`config.mk`:
```
export PLATFORM = sky130hd
export DESIGN_NAME = uart_loader_flat
export DESIGN_NICKNAME = d
export VERILOG_FILES = /design/src/rtl/uart_loader_pkg.sv /design/src/rtl/uart_loader_if.sv /design/src/rtl/uart_loader_byte_packer.sv /design/src/rtl/uart_loader.sv /design/src/flat_wrapper.sv
export SDC_FILE = /design/constraint.sdc
export NUM_CORES = 1
export LEC_CHECK = 0
export CAP_MARGIN = 40
export CORE_ASPECT_RATIO = 0.75
export CORE_UTILIZATION = 56
export DETAILED_ROUTE_END_ITERATION = 12
export PLACE_DENSITY = 0.89
export SYNTH_ARGS = -nofsm -noshare
export SYNTH_HDL_FRONTEND = slang
export SYNTH_SLANG_ARGS = --single-unit
```
`constraint.sdc`:
```
create_clock -name aclk -period 5.6 [get_ports aclk]
set_input_delay 1.12 -clock aclk [delete_from_list [all_inputs] [get_ports aclk]]
set_output_delay 1.12 -clock aclk [all_outputs]
set_load 0.02 [all_outputs]
```
`src/rtl/uart_loader_pkg.sv`:
```
`default_nettype none
// ============================================================================
// Module   : uart_loader_pkg
// Purpose  : Shared types and constants for the UART program loader.
//            Holds the frame-parser state encoding and the sync marker.
// Ports    : none (package)
// Revision : 1.0 - initial release
// ============================================================================
package uart_loader_pkg;

  // Frame parser states
  typedef enum logic [2:0] {
    WAIT_SYNC = 3'd0,
    ADDR      = 3'd1,
    COUNT     = 3'd2,
    DATA      = 3'd3,
    WRITE     = 3'd4,
    CHECK     = 3'd5,
    DONE      = 3'd6,
    ERROR     = 3'd7
  } state_t;

  // Default frame start marker
  localparam logic [7:0] SYNC_BYTE = 8'hA5;

endpackage
`default_nettype wire

```
`src/rtl/uart_loader_if.sv`:
```
`default_nettype none
// ============================================================================
// Module   : uart_loader_if
// Purpose  : Bundles the receiver byte handshake, the memory write port and
//            the load status lines of the UART loader.
// Ports    : master - loader side (consumes bytes, issues writes)
//            slave  - environment side (receiver, memory, core)
// Revision : 1.0 - initial release
// ============================================================================
interface uart_loader_if;
  import uart_loader_pkg::*;

  logic [7:0]  rx_data;
  logic        rx_data_valid;
  logic        rx_data_read;
  logic [31:0] mem_addr;
  logic [31:0] mem_wdata;
  logic        mem_we;
  logic        mem_ready;
  logic        cpu_reset;
  logic        load_done;
  logic        load_error;

  modport master (
    input  rx_data, rx_data_valid, mem_ready,
    output rx_data_read, mem_addr, mem_wdata, mem_we,
           cpu_reset, load_done, load_error
  );

  modport slave (
    output rx_data, rx_data_valid, mem_ready,
    input  rx_data_read, mem_addr, mem_wdata, mem_we,
           cpu_reset, load_done, load_error
  );

endinterface
`default_nettype wire

```
`src/rtl/uart_loader_byte_packer.sv`:
```
`default_nettype none
// ============================================================================
// Module   : byte_packer
// Purpose  : 4-byte little-endian word assembler. The byte on byte_in is
//            placed in lane idx on every load. The word output already
//            includes the byte being loaded this cycle, so the caller can
//            capture a complete word on the same edge as the last byte.
// Ports    : aclk, reset         - clock, async active-high reset
//            load                - write byte_in into lane idx
//            idx [1:0]           - byte lane (0 = least significant)
//            byte_in [7:0]       - incoming byte
//            word [31:0]         - assembled word including current byte
// Revision : 1.0 - initial release
// ============================================================================
module byte_packer (
  input  wire logic        aclk,
  input  wire logic        reset,
  input  wire logic        load,
  input  wire logic [1:0]  idx,
  input  wire logic [7:0]  byte_in,
  output logic      [31:0] word
);

  logic [31:0] word_q;

  always_comb begin
    word = word_q;
    word[{idx, 3'b000} +: 8] = byte_in;
  end

  always_ff @(posedge aclk or posedge reset) begin
    if (reset) begin
      word_q <= 32'd0;
    end else if (load) begin
      word_q <= word;
    end
  end

endmodule
`default_nettype wire

```
`src/rtl/uart_loader.sv`:
```
`default_nettype none
// ============================================================================
// Module   : uart_loader
// Purpose  : Parses frames (sync, addr, count, payload words, xor checksum)
//            from a UART byte stream into word writes and holds the core in
//            reset until a frame completes with a good checksum.
// Ports    : aclk, reset  - clock, async active-high reset
//            bus (master) - rx byte handshake, memory write port, status
// Revision : 1.0 - initial release
// ============================================================================
module uart_loader
  import uart_loader_pkg::*;
#(
  parameter logic [7:0] SYNC_VALUE = SYNC_BYTE
) (
  input  wire logic    aclk,
  input  wire logic    reset,
  uart_loader_if.master bus
);

  state_t      state, state_nxt;
  logic [1:0]  idx;
  logic [15:0] word_cnt;
  logic [7:0]  xor_acc;
  logic [31:0] mem_addr_r, mem_wdata_r;
  logic        cpu_reset_r, load_done_r, load_error_r;
  logic        rd, we, idle, sync_hit, in_field, packer_load;
  logic [31:0] packed_word;

  byte_packer u_packer (
    .aclk    (aclk),
    .reset   (reset),
    .load    (packer_load),
    .idx     (idx),
    .byte_in (bus.rx_data),
    .word    (packed_word)
  );

  always_comb begin
    rd          = 1'b0;
    we          = 1'b0;
    state_nxt   = state;
    idle        = (state == WAIT_SYNC) || (state == DONE) || (state == ERROR);
    in_field    = (state == ADDR) || (state == COUNT) || (state == DATA);
    // Every state except WRITE consumes whatever byte the receiver offers
    rd          = bus.rx_data_valid && (state != WRITE);
    we          = (state == WRITE);
    sync_hit    = idle && rd && (bus.rx_data == SYNC_VALUE);
    packer_load = rd && ((state == ADDR) || (state == DATA));

    case (state)
      WAIT_SYNC, DONE, ERROR: if (sync_hit) state_nxt = ADDR;
      ADDR:  if (rd && idx == 2'd3) state_nxt = COUNT;
      COUNT: if (rd && idx == 2'd1)
               state_nxt = ({bus.rx_data, word_cnt[7:0]} == 16'd0) ? CHECK : DATA;
      DATA:  if (rd && idx == 2'd3) state_nxt = WRITE;
      WRITE: if (bus.mem_ready) state_nxt = (word_cnt == 16'd1) ? CHECK : DATA;
      CHECK: if (rd) state_nxt = (bus.rx_data == xor_acc) ? DONE : ERROR;
      default: state_nxt = WAIT_SYNC;
    endcase
  end

  always_ff @(posedge aclk or posedge reset) begin
    if (reset) begin
      state <= WAIT_SYNC;
    end else begin
      state <= state_nxt;
    end
  end

  always_ff @(posedge aclk or posedge reset) begin
    if (reset) begin
      idx          <= 2'd0;
      word_cnt     <= 16'd0;
      xor_acc      <= 8'd0;
      mem_addr_r   <= 32'd0;
      mem_wdata_r  <= 32'd0;
      cpu_reset_r  <= 1'b1;
      load_done_r  <= 1'b0;
      load_error_r <= 1'b0;
    end else begin
      // Byte index restarts on every field boundary
      if (state_nxt != state) begin
        idx <= 2'd0;
      end else if (rd && in_field) begin
        idx <= idx + 2'd1;
      end

      if (sync_hit) begin
        xor_acc      <= 8'd0;
        cpu_reset_r  <= 1'b1;
        load_done_r  <= 1'b0;
        load_error_r <= 1'b0;
      end else if (rd && in_field) begin
        xor_acc <= xor_acc ^ bus.rx_data;
      end

      if (state == ADDR && rd && idx == 2'd3) begin
        mem_addr_r <= {packed_word[31:2], 2'b00};
      end else if (state == WRITE && bus.mem_ready) begin
        mem_addr_r <= mem_addr_r + 32'd4;
      end

      if (state == DATA && rd && idx == 2'd3) begin
        mem_wdata_r <= packed_word;
      end

      if (state == COUNT && rd) begin
        if (idx == 2'd0) word_cnt[7:0]  <= bus.rx_data;
        else             word_cnt[15:8] <= bus.rx_data;
      end else if (state == WRITE && bus.mem_ready) begin
        word_cnt <= word_cnt - 16'd1;
      end

      if (state == CHECK && rd) begin
        if (bus.rx_data == xor_acc) begin
          cpu_reset_r <= 1'b0;
          load_done_r <= 1'b1;
        end else begin
          load_error_r <= 1'b1;
        end
      end
    end
  end

  assign bus.rx_data_read = rd;
  assign bus.mem_we       = we;
  assign bus.mem_addr     = mem_addr_r;
  assign bus.mem_wdata    = mem_wdata_r;
  assign bus.cpu_reset    = cpu_reset_r;
  assign bus.load_done    = load_done_r;
  assign bus.load_error   = load_error_r;

endmodule
`default_nettype wire

```
`src/flat_wrapper.sv`:
```
// flat-port wrapper written by rule: the top's interface ports become plain ports
module uart_loader_flat import uart_loader_pkg::*;
#(
  parameter logic [7:0] SYNC_VALUE = SYNC_BYTE
)
  (aclk, reset, bus_rx_data, bus_rx_data_valid, bus_mem_ready, bus_rx_data_read, bus_mem_addr, bus_mem_wdata, bus_mem_we, bus_cpu_reset, bus_load_done, bus_load_error);
  uart_loader_if bus_i ();
  input  wire logic aclk;
  input  wire logic reset;
  input wire logic [$bits(bus_i.rx_data)-1:0] bus_rx_data;
  input wire logic [$bits(bus_i.rx_data_valid)-1:0] bus_rx_data_valid;
  input wire logic [$bits(bus_i.mem_ready)-1:0] bus_mem_ready;
  output wire logic [$bits(bus_i.rx_data_read)-1:0] bus_rx_data_read;
  output wire logic [$bits(bus_i.mem_addr)-1:0] bus_mem_addr;
  output wire logic [$bits(bus_i.mem_wdata)-1:0] bus_mem_wdata;
  output wire logic [$bits(bus_i.mem_we)-1:0] bus_mem_we;
  output wire logic [$bits(bus_i.cpu_reset)-1:0] bus_cpu_reset;
  output wire logic [$bits(bus_i.load_done)-1:0] bus_load_done;
  output wire logic [$bits(bus_i.load_error)-1:0] bus_load_error;
  assign bus_i.rx_data = bus_rx_data;
  assign bus_i.rx_data_valid = bus_rx_data_valid;
  assign bus_i.mem_ready = bus_mem_ready;
  assign bus_rx_data_read = bus_i.rx_data_read;
  assign bus_mem_addr = bus_i.mem_addr;
  assign bus_mem_wdata = bus_i.mem_wdata;
  assign bus_mem_we = bus_i.mem_we;
  assign bus_cpu_reset = bus_i.cpu_reset;
  assign bus_load_done = bus_i.load_done;
  assign bus_load_error = bus_i.load_error;
  uart_loader #(.SYNC_VALUE(SYNC_VALUE)) u_core (.aclk(aclk), .reset(reset), .bus(bus_i));
endmodule
```
==> flow_metrics.env, run 1 <==
export IMPL_drc_errors=0
export IMPL_slew_viol_final=0
export IMPL_worst_pin_slew_ps=947
export IMPL_yosysUniqueCellTypes=65
export IMPL_wirelength_mm=19.7
export IMPL_fin_setup_tns_ps=0
export IMPL_cts_hold_buffers=0
export IMPL_layout_commonest_cell="dfrtp_1"
export IMPL_drtPass1Iterations=8
export IMPL_dp_hpwl_mm=12.8
export IMPL_cp_num_buf_inv=3
export IMPL_synth_async_reset_ratio=1.00
export IMPL_cts_setup_buffers=0
export IMPL_portBuffers=78
export IMPL_totalPowerFinal_uw=4200
export IMPL_antenna_found_initial=1
export IMPL_worstPathCellList="clkdlybuf4s50_1, inv_1, nor2_1, clkdlybuf4s50_1"
export IMPL_syn_avg_cell_area_um2=9.02
export IMPL_synth_edf_count=0
export IMPL_fin_crit_ps=3730
export IMPL_cts_resized=0
export IMPL_rsz0062_at_grt="false"
export IMPL_cp_common_cell="clkdlybuf4s50_1"
export IMPL_cp_arrival_ps=2610
export IMPL_syn_cell_area_um2=6600
export IMPL_grt_max_degree=53
export IMPL_wl_per_cell_um=20.5
export IMPL_coreArea_um2=11200
export IMPL_fin_nets=811
export IMPL_layout_common_cells="dfrtp_1 (124), nand2_1 (81), clkdlybuf4s50_1 (78)"
export IMPL_worst_path_max_delay_cell="clkdlybuf4s50_1"
export IMPL_whs_ps=478
export IMPL_dieArea_um2=12200
export IMPL_root_buffer="clkbuf_16"
export IMPL_ant_nets=0
export IMPL_track_usage=0.341
export IMPL_cp_top_family="buffers and inverters"
export IMPL_gp_congestion=0.882
export IMPL_leakagePower_uw=0.00335
export IMPL_crit_type="input port to output port"
export IMPL_rows=33
export IMPL_drive_gt1_frac=0.0748
export IMPL_cp_start_kind="input port"
export IMPL_num_io_pins=81
export IMPL_vias_per_cell=6.59
export IMPL_overflow=0
export IMPL_status="completed"
export IMPL_synth_warnings=0
export IMPL_cp_required_ps=4480
export IMPL_htree_num_levels=4
export IMPL_insertion_delay_ps=430
export IMPL_finalHoldViolCount=0
export IMPL_die_y_um=96.0
export IMPL_clockBufferDepth=2
export IMPL_finClkSkew_ps=14.4
export IMPL_crit_fanout=11
export IMPL_grt_pass1_wl_mm=31.4
export IMPL_cts_reportedPaths_clkPinSlew_ps=60
export IMPL_power_density_nw_per_um2=519
export IMPL_worstHoldPathType="flip-flop to flip-flop"
export IMPL_die_x_um=127
export IMPL_period_share=0.666
export IMPL_ys_seq_elements=125
export IMPL_pre_cts_ws_ps=1860
export IMPL_seq_area_frac_synth=0.474
export IMPL_synth_cells=732
export IMPL_slowest_delay_ps=670
export IMPL_relSlewSlack=0.367
export IMPL_fmax_mhz=268
export IMPL_cts_tree="built"
export IMPL_crit_path_end_kind="output port"
export IMPL_numCtsBuffers=17
export IMPL_final_setup_worst_slack_ps=1870
export IMPL_cts_sinks=125
export IMPL_grt_pass1_vias=5915
export IMPL_synth_ff_type="dfrtp_1"
export IMPL_drv_cap=0
export IMPL_finalSetupViolCount=0
export IMPL_area_growth_syn_to_layout_pct=22.7
export IMPL_drt_iter0_markers=950
export IMPL_vias=6326
export IMPL_initial_utilization=0.590
export IMPL_vdd_drop_max_uv=335
## sequential cells by signal, indices dropped and copies added, names as in the netlist
| register | cells |
|---|---|
| u_core.bus.load_error | 1 |
| u_core.bus.mem_addr | 30 |
| u_core.u_packer.word_q | 31 |
| u_core.bus.mem_wdata | 32 |
| u_core.idx | 2 |
| u_core.state | 3 |
| u_core.xor_acc | 8 |
| u_core.word_cnt | 16 |
| u_core.bus.cpu_reset | 1 |
| u_core.bus.load_done | 1 |
## path summary, 6_finish.rpt
path,slack [ps],startpoint,to,cells past startpoint
setup / recovery,1870,bus_rx_data_valid,bus_rx_data_read,4
hold / removal,480,u_core.bus.mem_wdata[9]$_DFFE_PP0P_,u_core.bus.mem_wdata[9]$_DFFE_PP0P_,2
setup reg to reg,3020,u_core.state[1]$_DFF_PP0_,u_core.word_cnt[15]$_DFFE_PP0P_,4
hold reg to reg,480,u_core.bus.mem_wdata[9]$_DFFE_PP0P_,u_core.bus.mem_wdata[9]$_DFFE_PP0P_,2
min in group asynchronous,1160,reset,u_core.word_cnt[12]$_DFFE_PP0P_,2
max in group asynchronous,3450,reset,u_core.bus.cpu_reset$_DFF_PP1_,3
## cell type report
class / count / area, um^2
multi-input cells: 538 / 3200
flip-flops and latches: 125 / 3130
fillers: 755 / 3090
repair buffers: 90 / 885
clock buffers: 19 / 453
well taps: 157 / 196
clock inverters: 12 / 163
inverters: 18 / 70.1
diodes: 1 / 2.50
## routing by layer
layer,global-route usage,routed length (um),up-vias
li1,-,-,2747
met1,0.458,7900,3037
met2,0.520,8860,475
met3,0.103,2450,67
met4,0.139,479,0
met5,0,0,-
## worst reg2reg max path, cell delays in order, from the launching register on
cell and delay (ps):
dfrtp_1 820, and4bb_2 480, nor2_1 800, nor4_1 120
o32ai_1 270
## power by group
| group | internal (uW) | switching [uW] | leakage, uW | total [uW] |
|---|---|---|---|---|
| clock network | 725 | 430 | 0.000296 | 1150 |
| logic | 600 | 920 | 0.00146 | 1520 |
| registers | 1190 | 333 | 0.00159 | 1530 |
## through the flow
stage | std cells | util | cell area, um^2
3_3_place_gp | 923 | 0.664 | 7430
6_report | 960 | 0.723 | 8100
2_1_floorplan | 733 | - | 6600
4_1_cts | 958 | 0.723 | 8090
3_5_place_dp | 927 | 0.668 | 7470
5_1_grt | 959 | 0.723 | 8090
## logic make-up (layout without fill, tap and decap cells)
logic type,after synthesis,count (layout),synth area share
adder cells (fa/ha/maj),9,9,0.0171
buffers and inverters,70,139,0.0432
flip-flops,125,125,0.474
other,1,3,0.000568
AND/OR/NAND/NOR,280,280,0.217
AO/OA/AOI/OAI,214,214,0.203
XOR/XNOR,25,25,0.0332
multiplexers,8,8,0.0123
## cell usage after synthesis, types with 7 or more instances
cell type,n,area share
dfrtp_1,124,0.47
nand2_1,81,0.046
a21oi_1,72,0.055
nor2_1,70,0.040
o21ai_0,53,0.040
clkbuf_1,36,0.020
nor2b_1,25,0.024
nand3_1,24,0.018
xor2_1,20,0.027
inv_1,17,0.0097
nand4_1,16,0.015
nor4_1,15,0.014
o211ai_1,14,0.016
a31oi_1,12,0.011
buf_2,12,0.0091
nor3_1,10,0.0076
o22a_1,10,0.013
ha_1,9,0.017
a22oi_1,8,0.0091
a22o_1,7,0.0093
mux2i_1,7,0.011
No activity file was read; power rests on OpenSTA's default activity.
==> inputs of run 2 (changes only) <==
==> constraint.sdc (replaced) <==
create_clock -name aclk -period 3.8 [get_ports aclk]
set_input_delay 0.76 -clock aclk [delete_from_list [all_inputs] [get_ports aclk]]
set_output_delay 0.76 -clock aclk [all_outputs]
set_load 0.02 [all_outputs]
==> run 2 against run 1 <==
Against the previous run:
- setup slack worse by 1100 ps
- combinational power up 48%
- design area is 0.60% higher
- critical path depth did not move
- die area is the same
- wire length up 3.4%
- sequential cell count unchanged
==> flow_metrics.env, run 2 (synthesis gave the netlist of run 1 again) <==
export IMPL_fin_nets=816
export IMPL_fin_crit_ps=3040
export IMPL_vias=6493
export IMPL_crit_fanout=11
export IMPL_power_frac_seq=0.358
export IMPL_worstPathCellList="clkdlybuf4s50_1, inv_1, nor2_1, clkdlybuf4s50_1"
export IMPL_wl_per_cell_um=21.1
export IMPL_cts_tree="built"
export IMPL_cp_common_cell="clkdlybuf4s50_1"
export IMPL_comb_power_share=0.359
export IMPL_p_sw_uw=2490
export IMPL_drive_gt1_frac=0.0817
export IMPL_pre_cts_ws_ps=716
export IMPL_clockBufferDepth=2
export IMPL_drc_errors=0
export IMPL_cts_hold_buffers=0
export IMPL_die_x_um=127
export IMPL_overflow=0
export IMPL_dp_hpwl_mm=13.2
export IMPL_crit_path_end_kind="output port"
export IMPL_ant_nets=0
export IMPL_vdd_drop_max_uv=440
export IMPL_r2r_end="u_core.bus.mem_addr[6]$_DFFE_PP0P_"
export IMPL_drv_cap=0
export IMPL_final_setup_worst_slack_ps=760
export IMPL_worstHoldPathType="flip-flop to flip-flop"
export IMPL_layout_common_cells="dfrtp_1 (124), nand2_1 (81), clkdlybuf4s50_1 (78)"
export IMPL_holdPathStages=2
export IMPL_relSlewSlack=0.312
export IMPL_fin_setup_tns_ps=0
export IMPL_internal_power_uw=3780
export IMPL_portBuffers=78
export IMPL_cts_reportedPaths_clkPinSlew_ps=60
export IMPL_largest_register_ffs=32
export IMPL_htree_num_levels=4
export IMPL_area_growth_syn_to_layout_pct=23.4
export IMPL_switching_share=0.397
export IMPL_num_io_pins=81
export IMPL_grt_pass1_vias=6141
export IMPL_r2r_cells=6
export IMPL_crit_type="input port to output port"
export IMPL_drtPass1Iterations=8
export IMPL_crit_path_end="bus_rx_data_read"
export IMPL_grt_pass1_wl_mm=31.9
export IMPL_cts_sinks=125
export IMPL_layout_commonest_cell="dfrtp_1"
export IMPL_rows=33
export IMPL_track_usage=0.345
export IMPL_antenna_found_initial=1
export IMPL_cp_start_kind="input port"
export IMPL_fmax_mhz=329
export IMPL_cp_required_ps=3040
export IMPL_vias_per_cell=6.72
export IMPL_crit_path_start="bus_rx_data_valid"
export IMPL_power_clock_fraction=0.283
export IMPL_rrSetupSlack_ps=1090
export IMPL_slew_viol_final=0
export IMPL_initial_utilization=0.590
export IMPL_worst_path_max_delay_cell="clkdlybuf4s50_1"
export IMPL_finalHoldViolCount=0
export IMPL_cts_setup_buffers=0
export IMPL_insertion_delay_ps=420
export IMPL_coreArea_um2=11200
export IMPL_whs_ps=484
export IMPL_status="completed"
export IMPL_dieArea_um2=12200
export IMPL_slowest_delay_ps=690
export IMPL_wirelength_mm=20.4
export IMPL_rsz0062_at_grt="false"
export IMPL_cts_resized=0
export IMPL_grt_max_degree=63
export IMPL_leakagePower_uw=0.00336
export IMPL_die_y_um=96.0
export IMPL_period_share=0.800
export IMPL_gp_congestion=0.912
export IMPL_cp_arrival_ps=2280
export IMPL_finalSetupViolCount=0
export IMPL_finClkSkew_ps=7.13
export IMPL_worst_pin_slew_ps=1020
export IMPL_reg2reg_from="u_core.idx[0]$_DFFE_PP0P_"
export IMPL_power_density_nw_per_um2=770
export IMPL_numCtsBuffers=17
export IMPL_drt_iter0_markers=1112
export IMPL_root_buffer="clkbuf_16"
-- run 2: cell type report --
class / count / area, um^2
Tap cell: 157 / 196
Multi-Input combinational cell: 538 / 3200
Inverter: 18 / 71.3
Sequential cell: 125 / 3130
Fill cell: 796 / 3050
Antenna cell: 1 / 2.50
Clock inverter: 13 / 189
Timing Repair Buffer: 95 / 906
Clock buffer: 19 / 453
-- run 2: worst min-delay path by stage --
stage / start / end / slack (ps)
5_1_grt: u_core.u_packer.word_q[4]$_DFFE_PP0P_ / u_core.u_packer.word_q[4]$_DFFE_PP0P_ / 500
6_report: u_core.bus.mem_wdata[27]$_DFFE_PP0P_ / u_core.bus.mem_wdata[27]$_DFFE_PP0P_ / 480
2_1_floorplan: u_core.u_packer.word_q[2]$_DFFE_PP0P_ / u_core.u_packer.word_q[2]$_DFFE_PP0P_ / 440
4_1_cts: u_core.u_packer.word_q[2]$_DFFE_PP0P_ / u_core.u_packer.word_q[2]$_DFFE_PP0P_ / 490
3_3_place_gp: u_core.u_packer.word_q[2]$_DFFE_PP0P_ / u_core.u_packer.word_q[2]$_DFFE_PP0P_ / 460
3_5_place_dp: u_core.u_packer.word_q[2]$_DFFE_PP0P_ / u_core.u_packer.word_q[2]$_DFFE_PP0P_ / 470
-- run 2: critical path: cells and delay by family --
kind	cells	cell delay, ps
buffers and inverters	3	1410
and+or+nand+nor	1	120
-- run 2: per-layer routing --
| metal | vias to the layer above | GRT usage | share of wire |
|---|---|---|---|
| met5 | - | 0 | 0.00064 |
| met4 | 2 | 0.200 | 0.040 |
| met3 | 105 | 0.0717 | 0.12 |
| met2 | 492 | 0.533 | 0.45 |
| met1 | 3121 | 0.458 | 0.39 |
| li1 | 2773 | - | - |
-- run 2: power by group through the flow --
stage,combinational [uW],clock [uW],sequential (uW)
after global placement,2050,0,2180
after floorplan,1310,0,2250
after detailed placement,2150,0,2220
final,2250,1770,2250
after CTS,2210,1760,2220
after global routing,2410,1820,2290
-- run 2: metrics by stage --
| step | cell area [um^2] | utilization | total power [uW] | std cells |
|---|---|---|---|---|
| 5_1_grt | 8140 | 0.728 | 6530 | 965 |
| 4_1_cts | 8140 | 0.728 | 6190 | 965 |
| 2_1_floorplan | 6610 | - | 3560 | 733 |
| 3_3_place_gp | 7490 | 0.670 | 4230 | 932 |
| 6_report | 8140 | 0.728 | 6270 | 966 |
| 3_5_place_dp | 7500 | 0.670 | 4370 | 933 |
